**config.mk**
```make
export PLATFORM = sky130hd
export DESIGN_NAME = pipe_hazard_ctrl
export DESIGN_NICKNAME = d
export VERILOG_FILES = /design/src/rtl/pipe_hazard_ctrl.sv
export SDC_FILE = /design/constraint.sdc
export NUM_CORES = 1
export LEC_CHECK = 0
export CORE_MARGIN = 2
export CORE_UTILIZATION = 45
export DETAILED_ROUTE_END_ITERATION = 8
export GPL_TIMING_DRIVEN = 0
export PLACE_DENSITY = 0.88
export SYNTH_ARGS = -nofsm -noshare
export SYNTH_HDL_FRONTEND = slang
export SYNTH_SLANG_ARGS = --single-unit
```
**constraint.sdc**
```tcl
create_clock -name clk -period 1.9 [get_ports clk]
set_input_delay 0.38 -clock clk [delete_from_list [all_inputs] [get_ports clk]]
set_output_delay 0.38 -clock clk [all_outputs]
set_load 0.03 [all_outputs]
```
**src/rtl/pipe_hazard_ctrl.sv**
```systemverilog
// Pipeline hazard/stall controller: load-use bubbles, branch flushes,
// data-memory wait freezing with timeout, and saturating stall/flush counters.
module pipe_hazard_ctrl #(
    parameter int CNT_W    = 32,
    parameter int MAX_WAIT = 16
) (
    input  logic             clk,
    input  logic             rst_n,
    input  logic [4:0]       id_rs1_addr,
    input  logic [4:0]       id_rs2_addr,
    input  logic             id_rs1_used,
    input  logic             id_rs2_used,
    input  logic [4:0]       ex_rd_addr,
    input  logic             ex_wb_en,
    input  logic [2:0]       ex_mem_read,
    input  logic             ex_branch_taken,
    input  logic             mem_req,
    input  logic             mem_ready,
    output logic             pc_en,
    output logic             if_id_en,
    output logic             if_id_flush,
    output logic             id_ex_en,
    output logic             id_ex_flush,
    output logic             ex_mem_en,
    output logic             mem_timeout,
    output logic [CNT_W-1:0] stall_cycles,
    output logic [CNT_W-1:0] flush_cycles
);

    typedef enum logic [1:0] {
        ST_RUN  = 2'd0,
        ST_WAIT = 2'd1,
        ST_ERR  = 2'd2,
        ST_BAD  = 2'd3
    } state_t;

    localparam logic [7:0] WAIT_LAST = 8'(MAX_WAIT - 1);

    state_t     state_reg, state_next;
    logic [7:0] wait_cnt_reg, wait_cnt_next;
    logic       timeout_reg, timeout_next;

    logic lu, mw;
    logic pc_en_c, if_id_en_c, if_id_flush_c, id_ex_en_c, id_ex_flush_c, ex_mem_en_c;
    logic rule_pc_en, rule_if_id_en, rule_flush_br, rule_id_ex_flush;

    assign lu = (ex_mem_read != 3'd0) && ex_wb_en && (ex_rd_addr != 5'd0) &&
                ((id_rs1_used && (id_rs1_addr == ex_rd_addr)) ||
                 (id_rs2_used && (id_rs2_addr == ex_rd_addr)));
    assign mw = mem_req && !mem_ready;

    // Branch / load-use / normal priority, shared by RUN and the wait-release cycle
    always_comb begin
        rule_pc_en       = 1'b1;
        rule_if_id_en    = 1'b1;
        rule_flush_br    = 1'b0;
        rule_id_ex_flush = 1'b0;
        if (ex_branch_taken) begin
            rule_flush_br    = 1'b1;
            rule_id_ex_flush = 1'b1;
        end else if (lu) begin
            rule_pc_en       = 1'b0;
            rule_if_id_en    = 1'b0;
            rule_id_ex_flush = 1'b1;
        end
    end

    always_comb begin
        state_next    = state_reg;
        wait_cnt_next = wait_cnt_reg;
        timeout_next  = timeout_reg;
        pc_en_c       = 1'b0;
        if_id_en_c    = 1'b0;
        if_id_flush_c = 1'b0;
        id_ex_en_c    = 1'b0;
        id_ex_flush_c = 1'b0;
        ex_mem_en_c   = 1'b0;
        case (state_reg)
            ST_RUN, ST_WAIT: begin
                if ((state_reg == ST_RUN && mw) || (state_reg == ST_WAIT && !mem_ready)) begin
                    if (state_reg == ST_RUN) begin
                        state_next    = ST_WAIT;
                        wait_cnt_next = 8'd1;
                    end else if (wait_cnt_reg == WAIT_LAST) begin
                        state_next   = ST_ERR;
                        timeout_next = 1'b1;
                    end else begin
                        wait_cnt_next = wait_cnt_reg + 8'd1;
                    end
                end else begin
                    pc_en_c       = rule_pc_en;
                    if_id_en_c    = rule_if_id_en;
                    if_id_flush_c = rule_flush_br;
                    id_ex_en_c    = 1'b1;
                    id_ex_flush_c = rule_id_ex_flush;
                    ex_mem_en_c   = 1'b1;
                    state_next    = ST_RUN;
                    wait_cnt_next = 8'd0;
                end
            end
            default: begin
                state_next = state_reg;
            end
        endcase
    end

    // Everything is held off while reset is asserted
    assign pc_en       = rst_n & pc_en_c;
    assign if_id_en    = rst_n & if_id_en_c;
    assign if_id_flush = rst_n & if_id_flush_c;
    assign id_ex_en    = rst_n & id_ex_en_c;
    assign id_ex_flush = rst_n & id_ex_flush_c;
    assign ex_mem_en   = rst_n & ex_mem_en_c;
    assign mem_timeout = timeout_reg | state_reg[1];

    always_ff @(posedge clk or negedge rst_n) begin
        if (!rst_n) begin
            state_reg    <= ST_RUN;
            wait_cnt_reg <= 8'd0;
            timeout_reg  <= 1'b0;
            stall_cycles <= '0;
            flush_cycles <= '0;
        end else begin
            state_reg    <= state_next;
            wait_cnt_reg <= wait_cnt_next;
            timeout_reg  <= timeout_next;
            if (!state_reg[1] && !pc_en_c && (stall_cycles != '1))
                stall_cycles <= stall_cycles + 1'b1;
            if (id_ex_flush_c && (flush_cycles != '1))
                flush_cycles <= flush_cycles + 1'b1;
        end
    end

endmodule

```
; After elaboration in Yosys (flattened, before gate mapping)
; Cells that the tools add are included.
[word_totals]
mem_count = 0
word_cells = 64
rom_bits = 0
latch_bits = 0
reg_bits = 75
out_inout_bits = 71
ram_bits = 0
[classes]
n_mul = 0
n_eq_ne = 8
div = 0
mux = 19
reduce_logical = 23
addsub = 3
shifts = 0
bitwise_logic = 6
magnitude_cmp = 0
[op_table]
columns = cell, n
row1 = adder 32 x 1 -> 32 bit (second input constant), 2
row2 = inequality test 32 bit (second input constant), 2
row3 = two-way mux 8 bit, 3
row4 = two-way mux 1 bit, 13
row5 = logical AND 1 bit, 11
row6 = == test 5 bit, 2
row7 = adder 8 x 1 -> 8 bit (second input constant), 1
row8 = == test 8 x 4 -> 1 bit (second input constant), 1
row9 = two-way mux 2 bit, 3
row10 = nonzero test 5 bit, 1
row11 = AND 1 bit, 4
row12 = AND reduction 2 bit, 2
row13 = AND reduction 4 bit, 1
row14 = zero test 1 bit, 3
row15 = inequality test 3 x 2 -> 1 bit (second input constant), 1
row16 = inequality test 3 bit (second input constant), 1
row17 = nonzero test 3 bit, 1
row18 = == test 2 x 1 -> 1 bit (second input constant), 1
row19 = zero test 2 bit, 1
row20 = logical OR 1 bit, 2
row21 = OR reduction 2 bit, 1
row22 = inverter 1 bit, 1
row23 = bitwise OR 1 bit, 1

; Longest topological paths before layout
[depth]
depth_word = 11
mapped_depth = 7
depth_no_buf = 7

; Worst setup path before layout
; OpenSTA, ideal clock, no wires.
[synth_timing]
kind = reg-to-reg
startpoint = reg flush_cycles[0]
endpoint = reg flush_cycles[8]
setup_ns = 0.138
path_slack_ns = -0.227
period_less_slack_ns = 2.127
stages_incl_launch_ff = 8
arrival_time_ns = 1.990
cell_sequence = dfrtp_1 > ha_1 > nand3_1 > nor4_1 > nand4_1 > nor3b_2 > and3_1 > xor2_1
[synth_via]
elab_chain_cells = 2
[synth_lines]
columns = element, line_no
row1 = start: declaration, 27  ; output logic [CNT_W-1:0] flush_cycles
row2 = start signal: assignment, 130  ; flush_cycles <= flush_cycles + 1'b1;
row3 = "parallel branches: the longest is 2 deep, another holds adder 32 x 1 -> 32 bit", -
; Several ways; the timed one is not identified.
; A chain may end at the register's enable or synchronous reset.

; Worst setup path after layout
[layout_timing]
startpoint = in id_rs1_addr[1]
endpoint = out id_ex_flush
[layout_via]
elab_chain_cells = 9
[layout_lines]
columns = element, line_no
row1 = start: declaration, 9  ; input logic [4:0] id_rs1_addr,
row2 = == test 5 bit, 48  ; ((id_rs1_used && (id_rs1_addr == ex_rd_addr)) ||
row3 = logical AND 1 bit, 48
row4 = logical OR 1 bit, 48
row5 = logical AND 1 bit, 47  ; assign lu = (ex_mem_read != 3'd0) && ex_wb_en && (ex_rd_addr != 5'd0) &&
row6 = two-way mux 1 bit, 61  ; end else if (lu) begin
row7 = two-way mux 1 bit, 58  ; if (ex_branch_taken) begin
row8 = two-way mux 1 bit, 80  ; if ((state_reg == ST_RUN && mw) || (state_reg == ST_WAIT && !mem_ready)) begin
row9 = two-way mux 1 bit, 78  ; case (state_reg)
row10 = AND 1 bit, 112  ; assign id_ex_flush = rst_n & id_ex_flush_c;
row11 = end: declaration, 23  ; output logic id_ex_flush,
; No other way between the ends.

==> results.sh <==
export IMPL_status="finished, violations left"
export IMPL_violations="negative setup slack"
export IMPL_synth_cell_types=51
export IMPL_clk_pin_slew_ns=0.08
export IMPL_fin_setup_tns_ns=-0.926
export IMPL_hpwl_um=7150
export IMPL_worstPathRequired_ns=1.52
export IMPL_synth_area_um2=3930
export IMPL_syn_avg_cell_area_um2=10.1
export IMPL_routed_wl_um=12400
export IMPL_synth_net_count=417
export IMPL_routabilityCongestion=0.818
export IMPL_clockRootBuffer="clkbuf_8"
export IMPL_clk_path_buf_depth=2
export IMPL_layout_commonest_cell="buf_4"
export IMPL_vias=3822
export IMPL_power_leakage_nw=3.01
export IMPL_final_cell_mix="55 x buf_4, 42 x clkdlybuf4s50_1, 39 x dfrtp_1"
export IMPL_die_h_um=97.5
export IMPL_critPathKind="input port to output pin"
export IMPL_async_reset_ff_share_pct=100
export IMPL_grt_pass1_vias=3833
export IMPL_numCtsBuffers=9
export IMPL_tritoncts="done"
export IMPL_crit_chain="buf_6, xnor2_2, nand4_1, o22ai_4, a21oi_2, nor2_1, buf_4"
export IMPL_fin_crit_sh_pct=106
export IMPL_cp_start_kind="input port"
export IMPL_start_util_pct=45.7
export IMPL_path_max_fanout=3
export IMPL_wl_per_cell_um=18.8
export IMPL_antenna_found_initial=0
export IMPL_drive_above_1_share_pct=39.9
export IMPL_hold_viol_final=0
export IMPL_grtUsageTotal_pct=24.0
export IMPL_fin_nets=576
export IMPL_p_per_area_nw_per_um2=826
export IMPL_netlist_instances=388
export IMPL_pin_count=97
export IMPL_critical_path_max_stage_delay_ns=0.33
export IMPL_dieArea_um2=9500
export IMPL_setup_ws_ns=-0.118
export IMPL_die_w_um=97.5
export IMPL_setup_viol=25
export IMPL_slew_violations=0
export IMPL_core_um2=8590
export IMPL_ys_flop_type="dfrtp_1"
export IMPL_vdd_drop_max_mv=0.844
export IMPL_grt_pass1_wl_um=18600
export IMPL_synth_edf_count=0
export IMPL_first_iter_violations=131
export IMPL_rows=34
export IMPL_fin_crit_ns=2.02
export IMPL_worstHoldPathType="input port to asynchronous set/reset pin"
export IMPL_skew_ns=0.0126
export IMPL_syn_to_final_growth_pct=60.5
export IMPL_worst_path_buf_inv=2
export IMPL_slew_headroom_pct=68.4
export IMPL_cts_num_sinks=75
export IMPL_ys_warn_count=0
export IMPL_yosysSeqAreaShare_pct=47.7
export IMPL_worst_path_max_delay_cell="o22ai_4"
export IMPL_dp_worst_setup_slack_ns=-1.08
export IMPL_ys_seq_elements=75
export IMPL_htreeDepth=3
export IMPL_firstDrtPassIters=4
export IMPL_io_buffers=96
export IMPL_crit_family="compound AO/OA/AOI/OAI gates"
export IMPL_antenna_cells=0
export IMPL_crit_arrival_ns=1.64
export IMPL_drc=0
export IMPL_rsz0062_at_grt="true"
export IMPL_tightest_slew_ns=0.475
export IMPL_endpoint_kind="output pin"
export IMPL_drv_cap=0
export IMPL_viasPerCell=5.79
export IMPL_postRouteAntennaNets=0
export IMPL_fmax_ghz=0.495
export IMPL_overflow=0
export IMPL_clock_latency_ns=0.36
export IMPL_grt_max_degree=76
-- report_power, final --
group,internal [mW],total [mW],switching [mW],leakage [nW]
clock,0.910,1.51,0.604,0.117
sequential,1.80,2.09,0.293,0.935
combinational,0.732,1.60,0.872,1.96
-- final timing paths --
kind                                  start          endpoint  slack [ns]  cells after the start
max                          id_rs1_addr[1]       id_ex_flush       -0.12                      7
min                                   rst_n  flush_cycles[12]        0.03                      2
max reg2reg                stall_cycles[10]  stall_cycles[19]       -0.06                      8
min reg2reg                     timeout_reg       timeout_reg        0.48                      1
max in group asynchronous             rst_n  flush_cycles[15]        1.43                      2
min in group clk                timeout_reg       timeout_reg        0.48                      1
-- stage by stage --
| step | cell area (um2) | hold slack [ns] | total power, mW | utilization [%] | instances |
|---|---|---|---|---|---|
| after detailed placement | 5110 | 0.178 | 3.32 | 59.4 | 593 |
| after CTS | 5780 | 0.0480 | 4.99 | 67.3 | 633 |
| after floorplan | 3990 | 0.0844 | 2.74 | - | 388 |
| final | 6310 | 0.0314 | 5.21 | 73.4 | 660 |
| after global routing | 6310 | 0.0540 | 5.41 | 73.4 | 660 |
| after global placement | 5080 | 0.436 | 3.28 | 59.1 | 592 |
-- metal layers --
| metal | wire (um) | share of wire, % | global-route usage (%) |
|---|---|---|---|
| met5 | 0 | 0 | 0 |
| met3 | 740 | 6.0 | 5.61 |
| met1 | 4670 | 38 | 28.1 |
| met2 | 6580 | 53 | 42.8 |
| met4 | 442 | 3.6 | 8.87 |
-- cell families after synthesis --
logic type,synth area share [%]
simple gates,27.3
flops,47.7
xor+xnor,15.8
compound gates,5.92
buf+inv,1.65
fa+ha+maj,0.955
mux,0.573
-- what timing repair did --
item	in CTS	in global routing
buffers inserted	25	26
hold buffers	1	0
endpoints found under the setup margin	79	86
gates cloned	0	1
endpoints found under the hold margin	1	0
gates resized for setup	174	81
pin swaps	32	27
-- cell type report --
cell class	instances	area, um2
clock inverter	4	97.6
inverter	6	22.5
buffer	7	63.8
multi-input combinational	298	2530
fill	576	2280
timing repair buffer	150	1390
clock buffer	12	145
tap	108	135
sequential	75	1920
-- synth_stat cells (3+ instances only) --
cell	instances	area [um2]
o21ai_0	8	40.0
xor2_1	37	324
nor4_2	3	37.5
inv_1	6	22.5
or2_2	3	18.8
nor3_1	23	115
nand2_1	35	131
nand4_1	23	144
xnor2_1	34	298
nor2_1	28	105
nand3_1	26	130
nor4_1	10	62.6
a21oi_1	8	40.0
ha_1	3	37.5
nor3b_1	3	22.5
nand2b_1	4	25.0
dfrtp_1	75	1880
and3_1	10	62.6
clkbuf_1	6	22.5
a21o_1	5	37.5
(Power assumes the default switching activity.)
